===== config.mk =====
export PLATFORM = sky130hd
export DESIGN_NAME = ram_raster_reader
export DESIGN_NICKNAME = d
export VERILOG_FILES = /design/src/rtl/ram_raster_reader.sv
export SDC_FILE = /design/constraint.sdc
export NUM_CORES = 1
export LEC_CHECK = 0
export ABC_AREA = 1
export CAP_MARGIN = 40
export CORE_ASPECT_RATIO = 1.1
export CORE_UTILIZATION = 45
export CTS_CLUSTER_SIZE = 40
export DETAILED_ROUTE_END_ITERATION = 10
export GPL_TIMING_DRIVEN = 0
export PLACE_DENSITY = 0.63
export REMOVE_ABC_BUFFERS = 1
export SLEW_MARGIN = 20
export SYNTH_ARGS = -nofsm -noshare
export SYNTH_HDL_FRONTEND = slang
export SYNTH_SLANG_ARGS = --single-unit

===== constraint.sdc =====
create_clock -name CK -period 7.2 [get_ports CK]
set_input_delay 0.72 -clock CK [delete_from_list [all_inputs] [get_ports CK]]
set_output_delay 0.72 -clock CK [all_outputs]
set_load 0.02 [all_outputs]

===== src/rtl/ram_raster_reader.sv =====
// Streams a width x height pixel frame from a synchronous-address RAM into a small output FIFO.
// Define RRD_ROW_STRIDE_EN to add a per-row address stride input; the default is a contiguous frame.
module ram_raster_reader #(
  parameter int unsigned FIFO_DEPTH = 4
) (
  input  logic        CK,
  input  logic        RST_N,
  input  logic        start,
  input  logic [19:0] base_addr,
  input  logic [10:0] width,
  input  logic [9:0]  height,
`ifdef RRD_ROW_STRIDE_EN
  input  logic [19:0] stride,
`endif
  output logic [19:0] RAM_A,
  output logic        RAM_WE,
  output logic        RAM_OE,
  output logic [15:0] RAM_D,
  input  logic [15:0] RAM_Q,
  output logic        out_valid,
  input  logic        out_ready,
  output logic [15:0] out_data,
  output logic        out_eol,
  output logic        out_last,
  output logic        busy,
  output logic        done
);

  localparam int unsigned AW = $clog2(FIFO_DEPTH);
  localparam logic [19:0] AddrMax = 20'd786431;
  localparam logic [20:0] AddrSpan = 21'd786432;

  typedef enum logic [1:0] {StIdle, StRun, StDrain, StDone} state_e;
  state_e r_state, w_state_d;

  logic [10:0]   r_width, r_col;
  logic [19:0]   r_total, r_issued, r_addr, r_ram_a;
  logic          r_rd_vld, r_rd_eol, r_rd_last;
  logic [15:0]   r_mem_data [FIFO_DEPTH];
  logic          r_mem_eol  [FIFO_DEPTH];
  logic          r_mem_last [FIFO_DEPTH];
  logic [AW-1:0] r_wr_ptr, r_rd_ptr;
  logic [AW:0]   r_count;

  logic          w_issue, w_eol_i, w_last_i, w_push, w_pop, w_valid;
  logic [19:0]   w_addr_inc, w_addr_next;

  assign w_valid    = (r_count != '0);
  assign w_push     = r_rd_vld;
  assign w_pop      = w_valid && out_ready;
  // Occupancy counts the read sitting on RAM_A so its data always has a free slot.
  assign w_issue    = (r_state == StRun) &&
                      ((int'(r_count) + int'(r_rd_vld)) < int'(FIFO_DEPTH));
  assign w_eol_i    = (r_col == r_width - 11'd1);
  assign w_last_i   = (r_issued == r_total - 20'd1);
  assign w_addr_inc = (r_addr == AddrMax) ? 20'd0 : r_addr + 20'd1;

`ifdef RRD_ROW_STRIDE_EN
  logic [19:0] r_stride, r_row_start, w_row_next;
  logic [20:0] w_row_sum;
  // r_stride is pre-reduced below AddrSpan, so one conditional subtract suffices.
  assign w_row_sum   = {1'b0, r_row_start} + {1'b0, r_stride};
  assign w_row_next  = (w_row_sum >= AddrSpan) ? 20'(w_row_sum - AddrSpan) : w_row_sum[19:0];
  assign w_addr_next = w_eol_i ? w_row_next : w_addr_inc;
`else
  assign w_addr_next = w_addr_inc;
`endif

  always_ff @(posedge CK) begin
    if (!RST_N) r_state <= StIdle;
    else        r_state <= w_state_d;
  end

  always_comb begin
    w_state_d = r_state;
    unique case (r_state)
      StIdle:  if (start) w_state_d = (width != '0 && height != '0) ? StRun : StDone;
      StRun:   if (w_issue && w_last_i) w_state_d = StDrain;
      StDrain: if (!w_valid && !r_rd_vld) w_state_d = StDone;
      StDone:  w_state_d = StIdle;
      default: w_state_d = StIdle;
    endcase
  end

  always_comb begin
    RAM_OE = (r_state == StRun) || (r_state == StDrain);
    busy   = RAM_OE;
    done   = (r_state == StDone);
  end

  always_ff @(posedge CK) begin
    if (!RST_N) begin
      r_width   <= '0;
      r_col     <= '0;
      r_total   <= '0;
      r_issued  <= '0;
      r_addr    <= '0;
      r_ram_a   <= '0;
      r_rd_vld  <= 1'b0;
      r_rd_eol  <= 1'b0;
      r_rd_last <= 1'b0;
      r_wr_ptr  <= '0;
      r_rd_ptr  <= '0;
      r_count   <= '0;
`ifdef RRD_ROW_STRIDE_EN
      r_stride    <= '0;
      r_row_start <= '0;
`endif
    end else begin
      if (r_state == StIdle && start) begin
        r_width  <= width;
        r_total  <= 20'(width) * 20'(height);
        r_col    <= '0;
        r_issued <= '0;
        r_addr   <= base_addr;
`ifdef RRD_ROW_STRIDE_EN
        r_stride    <= (stride > AddrMax) ? 20'(stride - AddrSpan[19:0]) : stride;
        r_row_start <= base_addr;
`endif
      end
      r_rd_vld <= w_issue;
      if (w_issue) begin
        r_ram_a   <= r_addr;
        r_rd_eol  <= w_eol_i;
        r_rd_last <= w_last_i;
        r_addr    <= w_addr_next;
        r_col     <= w_eol_i ? 11'd0 : r_col + 11'd1;
        r_issued  <= r_issued + 20'd1;
`ifdef RRD_ROW_STRIDE_EN
        if (w_eol_i) r_row_start <= w_row_next;
`endif
      end
      if (w_push) r_wr_ptr <= r_wr_ptr + AW'(1);
      if (w_pop)  r_rd_ptr <= r_rd_ptr + AW'(1);
      unique case ({w_push, w_pop})
        2'b10:   r_count <= r_count + (AW+1)'(1);
        2'b01:   r_count <= r_count - (AW+1)'(1);
        default: r_count <= r_count;
      endcase
    end
  end

  always_ff @(posedge CK) begin
    if (w_push) begin
      r_mem_data[r_wr_ptr] <= RAM_Q;
      r_mem_eol[r_wr_ptr]  <= r_rd_eol;
      r_mem_last[r_wr_ptr] <= r_rd_last;
    end
  end

  assign RAM_A     = r_ram_a;
  assign RAM_WE    = 1'b0;
  assign RAM_D     = 16'd0;
  assign out_valid = w_valid;
  assign out_data  = w_valid ? r_mem_data[r_rd_ptr] : 16'd0;
  assign out_eol   = w_valid && r_mem_eol[r_rd_ptr];
  assign out_last  = w_valid && r_mem_last[r_rd_ptr];

endmodule

### Yosys cells after proc, flatten, opt, wreduce, memory -nomap -nowiden

Memory sizes are Yosys's and may differ from the RTL's. A register that Yosys moved wholly into a read port is not among the register bits.
Index checks and enable logic that the tools add are counted.

* logic and storage cells: 80
* output and inout bits: 59
* input bits: 61
* bits in registers: 114
* memories: 3
* bits in writable memories: 72

Memory list
* r_mem_data: depth 4, bits a word 16, read ports 1, clocked after Yosys merged registers in 1, wr ports 1, line 39 `logic [15:0] r_mem_data [FIFO_DEPTH];`
* r_mem_eol: depth 4, bits a word 1, read ports 1, clocked after Yosys merged registers in 1, wr ports 1, line 40 `logic r_mem_eol [FIFO_DEPTH];`
* r_mem_last: depth 4, bits a word 1, read ports 1, clocked after Yosys merged registers in 1, wr ports 1, line 41 `logic r_mem_last [FIFO_DEPTH];`

* add/sub/neg operators: 10
* equal/unequal tests: 11
* magnitude comparators: 1
* multiplexer cells: 23
* reduce and logical (&&, ||, !) cells: 18
* $mul: 1

Operators with widths (count)
* 20-bit 2-to-1 mux: 5
* 20-bit by 1-bit adder with 20-bit output (second input constant): 2
* 11-bit 2-to-1 mux: 3
* 20-bit == test: 1
* 20-bit == test (second input constant): 1
* 11-bit by 10-bit multiplier with 20-bit output: 1
* 2-bit 2-to-1 mux: 10
* 20-bit by 1-bit subtractor with 20-bit output (second input constant): 1
* 16-bit 2-to-1 mux: 1
* 11-bit by 1-bit adder with 11-bit output (second input constant): 1
* 11-bit == test: 1
* 11-bit nonzero test: 1
* 11-bit by 1-bit subtractor with 11-bit output (second input constant): 1
* 10-bit nonzero test: 1
* 1-bit logical AND: 8
* 2-bit one-hot mux with 4 select lines: 1
* 2-bit == test (second input constant): 3
* 3-bit one-hot mux with 2 select lines: 1
* 2-bit by 1-bit adder with 2-bit output (second input constant): 2
* 3-bit by 1-bit adder with 4-bit output: 1
* 2-bit by 1-bit == test with 1-bit output (second input constant): 2
* 4-bit by 3-bit < comparator with 1-bit output (second input constant): 1
* 2-bit != test (second input constant): 2
* 2-bit nonzero test: 2
* 9 further kinds: 11

### Logic depth before layout (Yosys ltp)

Gate-level depths: netlist of the first run.

* depth after elaboration: 6
* gate-level depth with buffers: 24
* mapped depth without buffers: 23

### Worst setup path after synthesis of the first run

OpenSTA, ideal clock, no wires.

* path kind: input port to flip-flop
* from: input port height[9]
* to: register r_total[15]
* stages on the path: 19
* slack: 1927 ps
* data required time: 7085 ps
* arrival: 5158 ps
* library setup time: 115 ps
* cells stage by stage: clkbuf_1 -> nand2_1 -> fa_1 -> fa_1 -> inv_1 -> fa_1 -> fa_1 -> inv_1 -> fa_1 -> inv_1 -> ha_1 -> nand2_1 -> nor2_1 -> inv_1 -> o21ai_0 -> a21oi_1 -> xnor2_1 -> o21ai_0 -> inv_1

* cells in the longest elaborated chain, start to end: 1

RTL lines
* start: declaration: line 11 `input logic [9:0] height,`
* 11-bit by 10-bit multiplier with 20-bit output: line 112 `r_total <= 20'(width) * 20'(height);`
* end signal: assignment: line 112
* end: declaration: line 37 `logic [19:0] r_total, r_issued, r_addr, r_ram_a;`

No other way between the ends.
A chain may end at the register's enable or synchronous reset.

### Worst setup path after layout of the first run

* from: input port width[5]
* to: register r_total[15]

* cells in the longest elaborated chain, start to end: 1

RTL lines
* start: declaration: line 10 `input logic [10:0] width,`
* 11-bit by 10-bit multiplier with 20-bit output: line 112

No other way between the ends.

==> flow_metrics.py, run 1 <==
metrics = {
    "die": {
        "row_count": 65,
        "die_area_mm2": 0.0299,
        "fp.coreArea_mm2": 0.0287,
        "die_height_um": 181,
        "dieWidth_um": 165,
        "floorplan.initialDensity": 0.457,
        "i_o_pin_total": 120,
    },
    "global_route": {
        "grt_antenna_before_repair": 0,
        "grt_first_pass_wirelength_mm": 49.7,
        "groute.usage.overall": 0.208,
        "grt_pass1_vias": 10500,
        "globalRouteOverflowTotal": 0,
        "grt_max_degree": 48,
    },
    "place": {
        "dpl_worst_slack_ns": 0.838,
        "dpl.hpwl_mm": 22.5,
        "weighted_congestion_reported_at_the_end_of_routability_driven_placement": 0.920,
        "io_buffers": 102,
    },
    "finish": {
        "diodes": 0,
        "area_growth_syn_to_layout_pct": 14.6,
        "drive_gt1_frac": 0.0530,
        "nets": 1959,
    },
    "synthesis": {
        "synth.ff_latch_count": 188,
        "proportion_of_synthesized_area_in_mux_cells": 0,
        "synth_cell_types": 48,
        "synth_sequential_area_ratio": 0.341,
        "postSynthCellCount": 1695,
        "synthArstFlopShare": 0,
        "number_of_enable_flip_flop_cells_after_synthesis": 72,
        "synthesis.area_mm2": 0.0131,
        "synth-compound-area-share": 0.125,
        "synth-main-ff-cell": "sky130_fd_sc_hd__dfxtp_1",
        "synth-simple-area-share": 0.212,
        "synth_adder_area_share": 0.171,
        "proportion_of_netlist_area_held_by_the_largest_area_contributor": 0.177,
        "syn_avg_cell_area_um2": 7.75,
        "leading_post_synthesis_cells_by_cell_area": "sky130_fd_sc_hd__dfxtp_1 18%, sky130_fd_sc_hd__edfxtp_1 16%, sky130_fd_sc_hd__fa_1 11%, sky130_fd_sc_hd__nand2_1 9.0%, sky130_fd_sc_hd__inv_1 8.0%",
        "synthXorXnorAreaFrac": 0.0357,
        "synth.yosys.warnings": 0,
        "dominant_combinational_cell_family_by_area_after_synthesis": "simple AND/OR/NAND/NOR gates",
        "yosysTopAreaCell": "sky130_fd_sc_hd__dfxtp_1",
    },
    "clock_tree": {
        "tritoncts": "done",
        "worst_skew_pair.late_latency_ns": 0.45,
        "numCtsBuffers": 17,
        "post_cts_resize_count": 0,
        "cts_buffer_depth": 2,
        "htree_levels": 4,
        "path_clk_slew_ns": 0.07,
        "cts.repair_timing.setup_buffer_count": 0,
        "clockRootBuffer": "sky130_fd_sc_hd__clkbuf_16",
        "tritoncts_num_sinks": 188,
        "ctsHoldBuffers": 0,
    },
    "worst_setup_path": {
        "critPathLaunchType": "primary input",
        "crit_type": "primary input to register",
        "worst-endpoint-arrival_ns": 6.25,
        "crit_path_end_kind": "register",
        "worstReg2RegStart": "r_state[0]$_SDFFE_PN0P_",
        "cpPeakStageDelay_ns": 0.89,
        "crit_path_start": "width[5]",
        "worst_ep_required_ns": 7.55,
        "critical_path.slowest_cell": "sky130_fd_sc_hd__clkdlybuf4s50_1",
        "critical_path.most_common_cell": "sky130_fd_sc_hd__inv_1",
        "cp_max_fo": 12,
        "crit_chain": "clkdlybuf4s50_1, nand2_1, fa_1, inv_1, fa_1, inv_1, fa_1, inv_1, fa_1, inv_1, fa_1, inv_1, ha_1, nand2_1, nor2_1, inv_1, o21ai_0, a21oi_1, xnor2_1, o21ai_0, inv_1",
    },
    "route": {
        "remaining_drc_errors": 0,
        "avgViaCountPerCell": 5.07,
        "dr_total_vias": 10900,
        "wl_met3_mm": 1.17,
        "drt_pass1_iterations": 5,
        "wirelength_met1_mm": 13.1,
        "drt-wirelength-per-cell_um": 14.0,
        "antenna_violating_nets_post_route": 0,
        "drt_wl_total_mm": 30.0,
        "dr.first_iter.drc_count": 616,
        "dr_wl_met2_mm": 15.1,
        "top_layer": "met4",
    },
    "sta": {
        "timing_worst_slew_pin_value_ns": 0.734,
        "clock_skew_ns": 0.00841,
        "final_layout_setup_total_negative_slack_ns": 0,
        "final.setup.worst_slack_ns": 1.29,
        "unrepaired_setup_endpoints_after_global_routing": "false",
        "timing.final.crit_share": 0.820,
        "maxSlewViolCount": 0,
        "achievable-frequency_mhz": 169,
        "fin_crit_ns": 5.91,
        "setup_violations": 0,
        "hold_viol": 0,
        "worst_slew_slack_as_a_fraction_of_its_limit": 0.511,
    },
    "status": {
        "run_status": "complete, no violations",
    },
    "pwr": {
        "power_per_cell_area_mw_per_mm2": 357,
        "ir_worst_vdd_mv": 0.211,
        "leakagePower_uw": 0.00689,
    },
    "hold_path": {
        "hold_path.startpoint": "r_rd_ptr[0]$_SDFFE_PN0P_",
        "timing.hold.worst.class": "register to register",
    },
    "run": {
        "cap_viol_max_count": 0,
    },
}
## kinds of logic (layout without fill, tap and decap cells)
kind of cell | Yosys count | count (layout)
xor gates and xnor gates | 52 | 52
DFF | 188 | 188
adders and majority gates | 138 | 138
other | 1 | 17
AOI/OAI and AO/OA | 304 | 304
buffers and inverters | 374 | 436
and+or+nand+nor | 638 | 638
## layer usage
layer  up-vias  global-route usage
met5         -                   0
met4         0              0.0719
li1       5554                   -
met3        46              0.0269
met1      5008               0.254
met2       242               0.371
## metrics by stage
step	std cells	hold WS (ns)	instance area (µm²)	power, µW	utilization
2_1_floorplan	1626	0.436	12800	3600	-
4_1_cts	2139	0.470	15000	5420	0.524
5_1_grt	2141	0.505	15100	5910	0.524
6_report	2141	0.473	15100	5370	0.524
3_5_place_dp	2107	0.458	14500	4500	0.504
3_3_place_gp	2096	0.454	14300	4410	0.497
## placed cells by master (no fill, tap or decap), drive strengths merged, types with 14 or more instances in the layout
master | netlist | routed
a21oi | 116 | 116
buf | 29 | 14
clkbuf | 56 | 20
clkdlybuf4s50 | 0 | 101
conb | 1 | 17
dfxtp | 116 | 116
edfxtp | 72 | 72
fa | 70 | 70
ha | 68 | 68
inv | 285 | 292
nand2 | 320 | 320
nand3 | 71 | 71
nand4 | 28 | 28
nor2 | 173 | 173
nor3 | 24 | 24
o21ai | 145 | 145
xnor2 | 18 | 18
xor2 | 33 | 33
## state kept, by name (all words and copies together), names as in the netlist, 2 cells and up, named ones only
signal	cells
r_mem_eol	4
r_col	11
r_count	3
r_rd_ptr	2
r_wr_ptr	2
r_mem_data	64
r_state	2
r_mem_last	4
r_addr	20
RAM_A	20
r_issued	20
r_total	20
r_width	11
## synth_stat cells, types with 2 or more instances
library cell               count
sky130_fd_sc_hd__nand2_1     314
sky130_fd_sc_hd__inv_1       280
sky130_fd_sc_hd__nor2_1      154
sky130_fd_sc_hd__o21ai_0     136
sky130_fd_sc_hd__a21oi_1     116
sky130_fd_sc_hd__dfxtp_1     116
sky130_fd_sc_hd__edfxtp_1     72
sky130_fd_sc_hd__fa_1         70
sky130_fd_sc_hd__nand3_1      69
sky130_fd_sc_hd__ha_1         68
sky130_fd_sc_hd__clkbuf_1     56
sky130_fd_sc_hd__xor2_1       33
sky130_fd_sc_hd__nand4_1      28
sky130_fd_sc_hd__buf_4        19
sky130_fd_sc_hd__nor3_1       19
sky130_fd_sc_hd__xnor2_1      18
sky130_fd_sc_hd__nor2_2       16
sky130_fd_sc_hd__a221oi_1     11
sky130_fd_sc_hd__nor4_1       10
sky130_fd_sc_hd__a211oi_1      8
sky130_fd_sc_hd__o21ai_1       8
sky130_fd_sc_hd__o211ai_1      7
sky130_fd_sc_hd__or2_2         7
sky130_fd_sc_hd__o31ai_1       6
sky130_fd_sc_hd__buf_1         5
sky130_fd_sc_hd__inv_2         5
sky130_fd_sc_hd__nand2_2       5
sky130_fd_sc_hd__nor3_2        5
sky130_fd_sc_hd__buf_2         4
sky130_fd_sc_hd__clkinv_1      4
sky130_fd_sc_hd__a22oi_1       3
sky130_fd_sc_hd__o21bai_1      3
sky130_fd_sc_hd__a31oi_1       2
sky130_fd_sc_hd__nand3_2       2
sky130_fd_sc_hd__nand3b_1      2
sky130_fd_sc_hd__nor2_4        2
## area by class of cell
class	count	area, µm²
fillers	2765	13700
multi-input cells	1149	7230
flip-flops and latches	188	4490
repair buffers	115	1230
inverters	289	1080
well taps	368	460
clock buffers	20	458
clock inverters	12	101
## report_power, final
part | total [µW] | switching (µW) | internal, µW
clock | 888 | 417 | 472
combinational | 2970 | 1830 | 1140
sequential | 1520 | 197 | 1320
total | 5370 | 2440 | 2930
## worst max-delay path: cells and delay by family
kind	cells	cell delay (ns)
fa+ha+maj	6	2.97
buf+inv	8	1.26
compound gates	3	0.69
simple gates	3	0.44
xor+xnor	1	0.16
## final timing paths
check | endpoint | slack [ns] | cells past startpoint
worst min register to register | register | 0.47 | 1
worst max register to register | r_col[5]$_SDFFE_PN0P_ | 3.88 | 11
worst max-delay path | r_total[15]$_SDFFE_PN0P_ | 1.29 | 21
worst min-delay path | register | 0.47 | 1
Note: power is estimated with default switching activity, not from simulation.
==> run 2: changes to the inputs <==
Settings changed: PLACE_DENSITY 0.63 to 0.65.
Clock period 7.2 ns to 5.4 ns, I/O delays scaled along.
==> flow_metrics.py, run 2 (synthesis gave the netlist of run 1 again) <==
metrics = {
    "sta": {
        "clock_skew_ns": 0.0143,
        "hold_viol": 0,
        "unrepaired_setup_endpoints_after_global_routing": "false",
        "fin_crit_ns": 5.06,
        "worst_slew_slack_as_a_fraction_of_its_limit": 0.450,
        "setup_violations": 0,
        "timing_worst_slew_pin_value_ns": 0.825,
        "achievable-frequency_mhz": 198,
        "maxSlewViolCount": 0,
        "final_layout_setup_total_negative_slack_ns": 0,
        "timing.final.crit_share": 0.936,
    },
    "worst_setup_path": {
        "worstReg2RegStart": "r_state[0]$_SDFFE_PN0P_",
        "worst-endpoint-arrival_ns": 5.39,
        "worst_r2r_endpoint": "r_col[7]$_SDFFE_PN0P_",
        "cp_max_fo": 12,
        "r2r_setup_slack_ns": 2.08,
        "crit_type": "primary input to register",
        "worst_ep_required_ns": 5.74,
        "reg2reg_depth": 11,
        "crit_path_start": "width[5]",
        "crit_path_end_kind": "register",
        "critPathLaunchType": "primary input",
    },
    "route": {
        "antenna_violating_nets_post_route": 0,
        "remaining_drc_errors": 0,
        "drt_wl_total_mm": 29.5,
        "drt-wirelength-per-cell_um": 13.8,
        "drt_pass1_iterations": 5,
        "dr.first_iter.drc_count": 728,
        "avgViaCountPerCell": 5.04,
        "dr_total_vias": 10800,
    },
    "clock_tree": {
        "tritoncts": "done",
        "numCtsBuffers": 17,
        "cts_buffer_depth": 2,
        "cts.repair_timing.setup_buffer_count": 0,
        "path_clk_slew_ns": 0.08,
        "tritoncts_num_sinks": 188,
        "ctsHoldBuffers": 0,
        "htree_levels": 4,
        "worst_skew_pair.late_latency_ns": 0.45,
        "clockRootBuffer": "sky130_fd_sc_hd__clkbuf_16",
    },
    "die": {
        "row_count": 65,
        "floorplan.initialDensity": 0.457,
        "fp.coreArea_mm2": 0.0287,
        "die_area_mm2": 0.0299,
        "i_o_pin_total": 120,
        "dieWidth_um": 165,
        "die_height_um": 181,
    },
    "place": {
        "dpl.hpwl_mm": 21.8,
        "weighted_congestion_reported_at_the_end_of_routability_driven_placement": 0.882,
        "io_buffers": 102,
    },
    "global_route": {
        "groute.usage.overall": 0.207,
        "grt_pass1_vias": 10400,
        "grt_antenna_before_repair": 0,
        "grt_max_degree": 47,
        "grt_first_pass_wirelength_mm": 49.7,
        "globalRouteOverflowTotal": 0,
    },
    "finish": {
        "nets": 1956,
        "largest_register_ffs": 64,
        "final_cell_mix": "313 x sky130_fd_sc_hd__nand2_1, 280 x sky130_fd_sc_hd__inv_1, 154 x sky130_fd_sc_hd__nor2_1",
        "final_core_utilization": 0.521,
        "diodes": 0,
        "drive_gt1_frac": 0.0621,
        "area_growth_syn_to_layout_pct": 13.9,
        "max_flop_register": "r_mem_data",
        "final_common_cell": "sky130_fd_sc_hd__nand2_1",
    },
    "pwr": {
        "power_per_cell_area_mw_per_mm2": 483,
        "ir_worst_vdd_mv": 0.349,
        "leakagePower_uw": 0.00689,
    },
    "hold_path": {
        "timing.hold.worst.class": "register to register",
        "worstHoldPathCells": 2,
        "min_to": "RAM_A[8]$_SDFFE_PN0P_",
        "hold_path.startpoint": "RAM_A[8]$_SDFFE_PN0P_",
    },
    "run": {
        "cap_viol_max_count": 0,
    },
    "status": {
        "run_status": "complete, no violations",
    },
}
==> run 2: cell types whose count changed in the layout (fill, tap and decap cells not counted), sizes merged <==
cell,previous run,this run
buf,14,11
bufinv,0,2
clkbuf,20,39
clkdlybuf4s50,101,81
clkinv,9,6
clkinvlp,0,2
dlymetal6s2s,0,1
inv,292,291
==> run 2: how the worst max path moves through the flow <==
stage | slack (ns) | cells past startpoint | endpoint
finish | 0.34 | 21 | r_total[15]$_SDFFE_PN0P_
global route | 0.06 | 21 | r_total[15]$_SDFFE_PN0P_
CTS | 0.004 | 19 | r_total[15]$_SDFFE_PN0P_
detailed placement | -0.75 | 19 | r_total[15]$_SDFFE_PN0P_
global placement | -0.72 | 19 | r_total[15]$_SDFFE_PN0P_
floorplan | 0.61 | 18 | r_total[15]$_SDFFE_PN0P_
==> run 2: per-layer routing <==
metal  wire length, µm  share of wire  vias up  track usage
met5                 0              0        -            0
met4               435          0.015        0       0.0580
met3              1070          0.036       28       0.0301
met2             14800           0.50      198        0.371
met1             13200           0.45     5021        0.256
li1                  -              -     5531            -
==> run 2: per-stage QoR <==
step                cells  hold WS, ns  total power, µW  area (µm²)  setup slack (ns)
finish               2138        0.478             7220       15000             0.345
global placement     2096        0.455             5860       14300            -0.723
global route         2138        0.497             7940       15000            0.0607
CTS                  2134        0.474             7260       15000           0.00424
floorplan            1626        0.436             4800       12800             0.614
detailed placement   2102        0.464             5970       14400            -0.751
==> run 2: area by class of cell <==
cell class / count / area, µm²
fillers: 2759 / 13800
multi-input cells: 1149 / 7230
flip-flops and latches: 188 / 4490
repair buffers: 112 / 1090
inverters: 289 / 1080
well taps: 368 / 460
clock buffers: 20 / 458
clock inverters: 12 / 149
==> run 2: critical path, cell delays in order <==
cell	delay, ns
sky130_fd_sc_hd__clkbuf_2	0.31
sky130_fd_sc_hd__nand2_1	0.14
sky130_fd_sc_hd__fa_1	0.55
sky130_fd_sc_hd__inv_1	0.05
sky130_fd_sc_hd__fa_1	0.50
sky130_fd_sc_hd__inv_1	0.06
sky130_fd_sc_hd__fa_1	0.48
sky130_fd_sc_hd__inv_1	0.05
sky130_fd_sc_hd__fa_1	0.53
sky130_fd_sc_hd__inv_1	0.05
sky130_fd_sc_hd__fa_1	0.53
sky130_fd_sc_hd__inv_1	0.04
sky130_fd_sc_hd__ha_1	0.37
sky130_fd_sc_hd__nand2_1	0.10
sky130_fd_sc_hd__nor2_1	0.17
sky130_fd_sc_hd__inv_1	0.06
sky130_fd_sc_hd__o21ai_0	0.36
sky130_fd_sc_hd__a21oi_1	0.16
sky130_fd_sc_hd__xnor2_1	0.15
sky130_fd_sc_hd__o21ai_0	0.14
sky130_fd_sc_hd__inv_1	0.05
==> run 2: repair_timing <==
| item | 4_1_cts | 5_1_grt |
|---|---|---|
| endpoints found under the hold margin | 0 | 0 |
| resized for setup | 19 | 39 |
| setup endpoints to repair | 4 | 6 |
==> run 2: report_power, final <==
| part | switching (µW) | internal [µW] | total [µW] |
|---|---|---|---|
| sequential | 263 | 1760 | 2020 |
| combinational | 2410 | 1500 | 3910 |
| clock | 557 | 723 | 1280 |
==> run 3: changes to the inputs <==
Settings changed: CTS_BUF_LIST from default to sky130_fd_sc_hd__clkbuf_2.
==> flow_metrics.py, run 3 (synthesis gave the netlist of run 1 again) <==
metrics = {
    "clock_tree": {
        "numCtsBuffers": 17,
        "tritoncts": "done",
        "clockRootBuffer": "sky130_fd_sc_hd__clkbuf_2",
        "htree_levels": 4,
        "cts.repair_timing.setup_buffer_count": 0,
        "ctsHoldBuffers": 0,
        "post_cts_resize_count": 0,
        "worst_skew_pair.late_latency_ns": 0.81,
        "path_clk_slew_ns": 0.29,
        "tritoncts_num_sinks": 188,
        "cts_buffer_depth": 2,
    },
    "place": {
        "dpl_worst_slack_ns": -0.751,
        "dpl_cell_area_mm2": 0.0144,
        "dpl.hpwl_mm": 21.8,
        "place.detailed.instances": 2102,
        "io_buffers": 102,
        "weighted_congestion_reported_at_the_end_of_routability_driven_placement": 0.882,
    },
    "worst_setup_path": {
        "critical_path.slowest_cell": "sky130_fd_sc_hd__clkdlybuf4s50_1",
        "critPathLaunchType": "primary input",
        "worst_path_dominant_cell_family": "adder cells",
        "crit_chain": "clkdlybuf4s50_1, nand2_1, fa_1, fa_1, inv_1, fa_1, fa_1, inv_1, fa_1, inv_1, ha_1, nand2_1, nor2_1, inv_1, o21ai_0, a21oi_1, xnor2_1, o21ai_0, inv_1",
        "crit_path_end_kind": "register",
        "crit_type": "primary input to register",
        "path_buf_inv": 6,
        "worst_ep_required_ns": 6.12,
        "cpPeakStageDelay_ns": 0.86,
        "cp_max_fo": 12,
        "worst-endpoint-arrival_ns": 5.92,
    },
    "die": {
        "i_o_pin_total": 120,
        "die_area_mm2": 0.0299,
        "row_count": 65,
        "floorplan.initialDensity": 0.457,
        "die_height_um": 181,
        "dieWidth_um": 165,
        "fp.coreArea_mm2": 0.0287,
    },
    "sta": {
        "achievable-frequency_mhz": 192,
        "timing_worst_slew_pin_value_ns": 0.829,
        "final.setup.worst_slack_ns": 0.196,
        "timing.final.crit_share": 0.964,
        "finalHoldWorstSlack_ns": 0.223,
        "fin_crit_ns": 5.20,
        "clock_skew_ns": 0.0450,
        "maxSlewViolCount": 0,
        "hold_viol": 0,
        "worst_slew_slack_as_a_fraction_of_its_limit": 0.447,
        "unrepaired_setup_endpoints_after_global_routing": "false",
        "setup_violations": 0,
    },
    "global_route": {
        "grt_max_degree": 47,
        "grt_first_pass_wirelength_mm": 49.5,
        "grt_pass1_vias": 10400,
        "grt_antenna_before_repair": 1,
        "groute.usage.overall": 0.206,
        "globalRouteOverflowTotal": 0,
    },
    "finish": {
        "final_cell_mix": "313 x sky130_fd_sc_hd__nand2_1, 280 x sky130_fd_sc_hd__inv_1, 154 x sky130_fd_sc_hd__nor2_1",
        "nets": 1956,
        "max_flop_register": "r_mem_data",
        "final-instance-count-excl-fill": 2139,
        "largest_register_ffs": 64,
        "final_common_cell": "sky130_fd_sc_hd__nand2_1",
        "area_growth_syn_to_layout_pct": 12.2,
        "drive_gt1_frac": 0.0525,
        "fin_area_mm2": 0.0147,
    },
    "route": {
        "remaining_drc_errors": 0,
        "drt-wirelength-per-cell_um": 13.8,
        "antenna_violating_nets_post_route": 0,
        "drt_pass1_iterations": 8,
        "dr.first_iter.drc_count": 719,
        "drt_wl_total_mm": 29.4,
        "dr_total_vias": 10800,
        "avgViaCountPerCell": 5.06,
    },
    "pwr": {
        "ir_worst_vdd_mv": 0.275,
        "leakagePower_uw": 0.00681,
        "share_seq_of_total_power": 0.301,
        "total_switching_power_uw": 3170,
        "power.clock.fraction": 0.115,
        "total_power_uw": 6710,
        "p_int_uw": 3540,
        "power_per_cell_area_mw_per_mm2": 456,
        "sw_frac_of_total": 0.472,
        "pwr-share-comb": 0.584,
    },
    "hold_path": {
        "timing.hold.worst.class": "primary input to register",
    },
    "status": {
        "run_status": "complete, no violations",
    },
    "run": {
        "cap_viol_max_count": 0,
    },
}
run 3: changes by cell type in the layout (fill, tap and decap cells not counted):
cell / change
sky130_fd_sc_hd__bufinv_16: +1
sky130_fd_sc_hd__clkbuf_1: -2
sky130_fd_sc_hd__clkbuf_16: -18
sky130_fd_sc_hd__clkdlybuf4s50_1: +13
sky130_fd_sc_hd__diode_2: +1
sky130_fd_sc_hd__dlymetal6s2s_1: +6
run 3: worst min-delay path: stages:
cell	delay [ns]
sky130_fd_sc_hd__buf_2	0.28
sky130_fd_sc_hd__o21ai_0	0.15
sky130_fd_sc_hd__a21oi_1	0.05
run 3: metal layers:
| metal | up-vias | wire (µm) | global-route usage |
|---|---|---|---|
| met5 | - | 0 | 0 |
| met4 | 0 | 511 | 0.0613 |
| met3 | 33 | 1150 | 0.0273 |
| met2 | 217 | 14600 | 0.369 |
| met1 | 5051 | 13200 | 0.255 |
| li1 | 5528 | - | - |
run 3: path summary, 6_finish.rpt:
path | start | end | slack, ns | cells after the start
setup / recovery | width[2] | r_total[15]$_SDFFE_PN0P_ | 0.20 | 19
hold / removal | RST_N | r_issued[0]$_SDFFE_PN0P_ | 0.22 | 3
setup reg to reg | r_state[0]$_SDFFE_PN0P_ | r_col[7]$_SDFFE_PN0P_ | 2.04 | 11
hold reg to reg | RAM_A[8]$_SDFFE_PN0P_ | RAM_A[8]$_SDFFE_PN0P_ | 0.50 | 2
run 3: layout make-up:
type / instances / area (µm²)
Antenna cell: 1 / 2.50
Clock buffer: 19 / 95.1
Clock inverter: 13 / 179
Fill cell: 2780 / 14000
Inverter: 289 / 1080
Multi-Input combinational cell: 1149 / 7230
Sequential cell: 188 / 4490
Tap cell: 368 / 460
Timing Repair Buffer: 112 / 1200
run 3: stage by stage:
stage / utilization / TNS [ns]
2_1_floorplan: - / 0
3_3_place_gp: 0.497 / -10.09
3_5_place_dp: 0.501 / -5.10
4_1_cts: 0.510 / 0
5_1_grt: 0.513 / 0
6_report: 0.513 / 0
run 3: power groups by stage:
stage               clock network (µW)  registers (µW)  logic, µW
global route                       854            2070       4510
detailed placement                   0            2050       3910
floorplan                            0            2060       2750
global placement                     0            2040       3820
finish                             773            2020       3920
CTS                                794            2020       3940
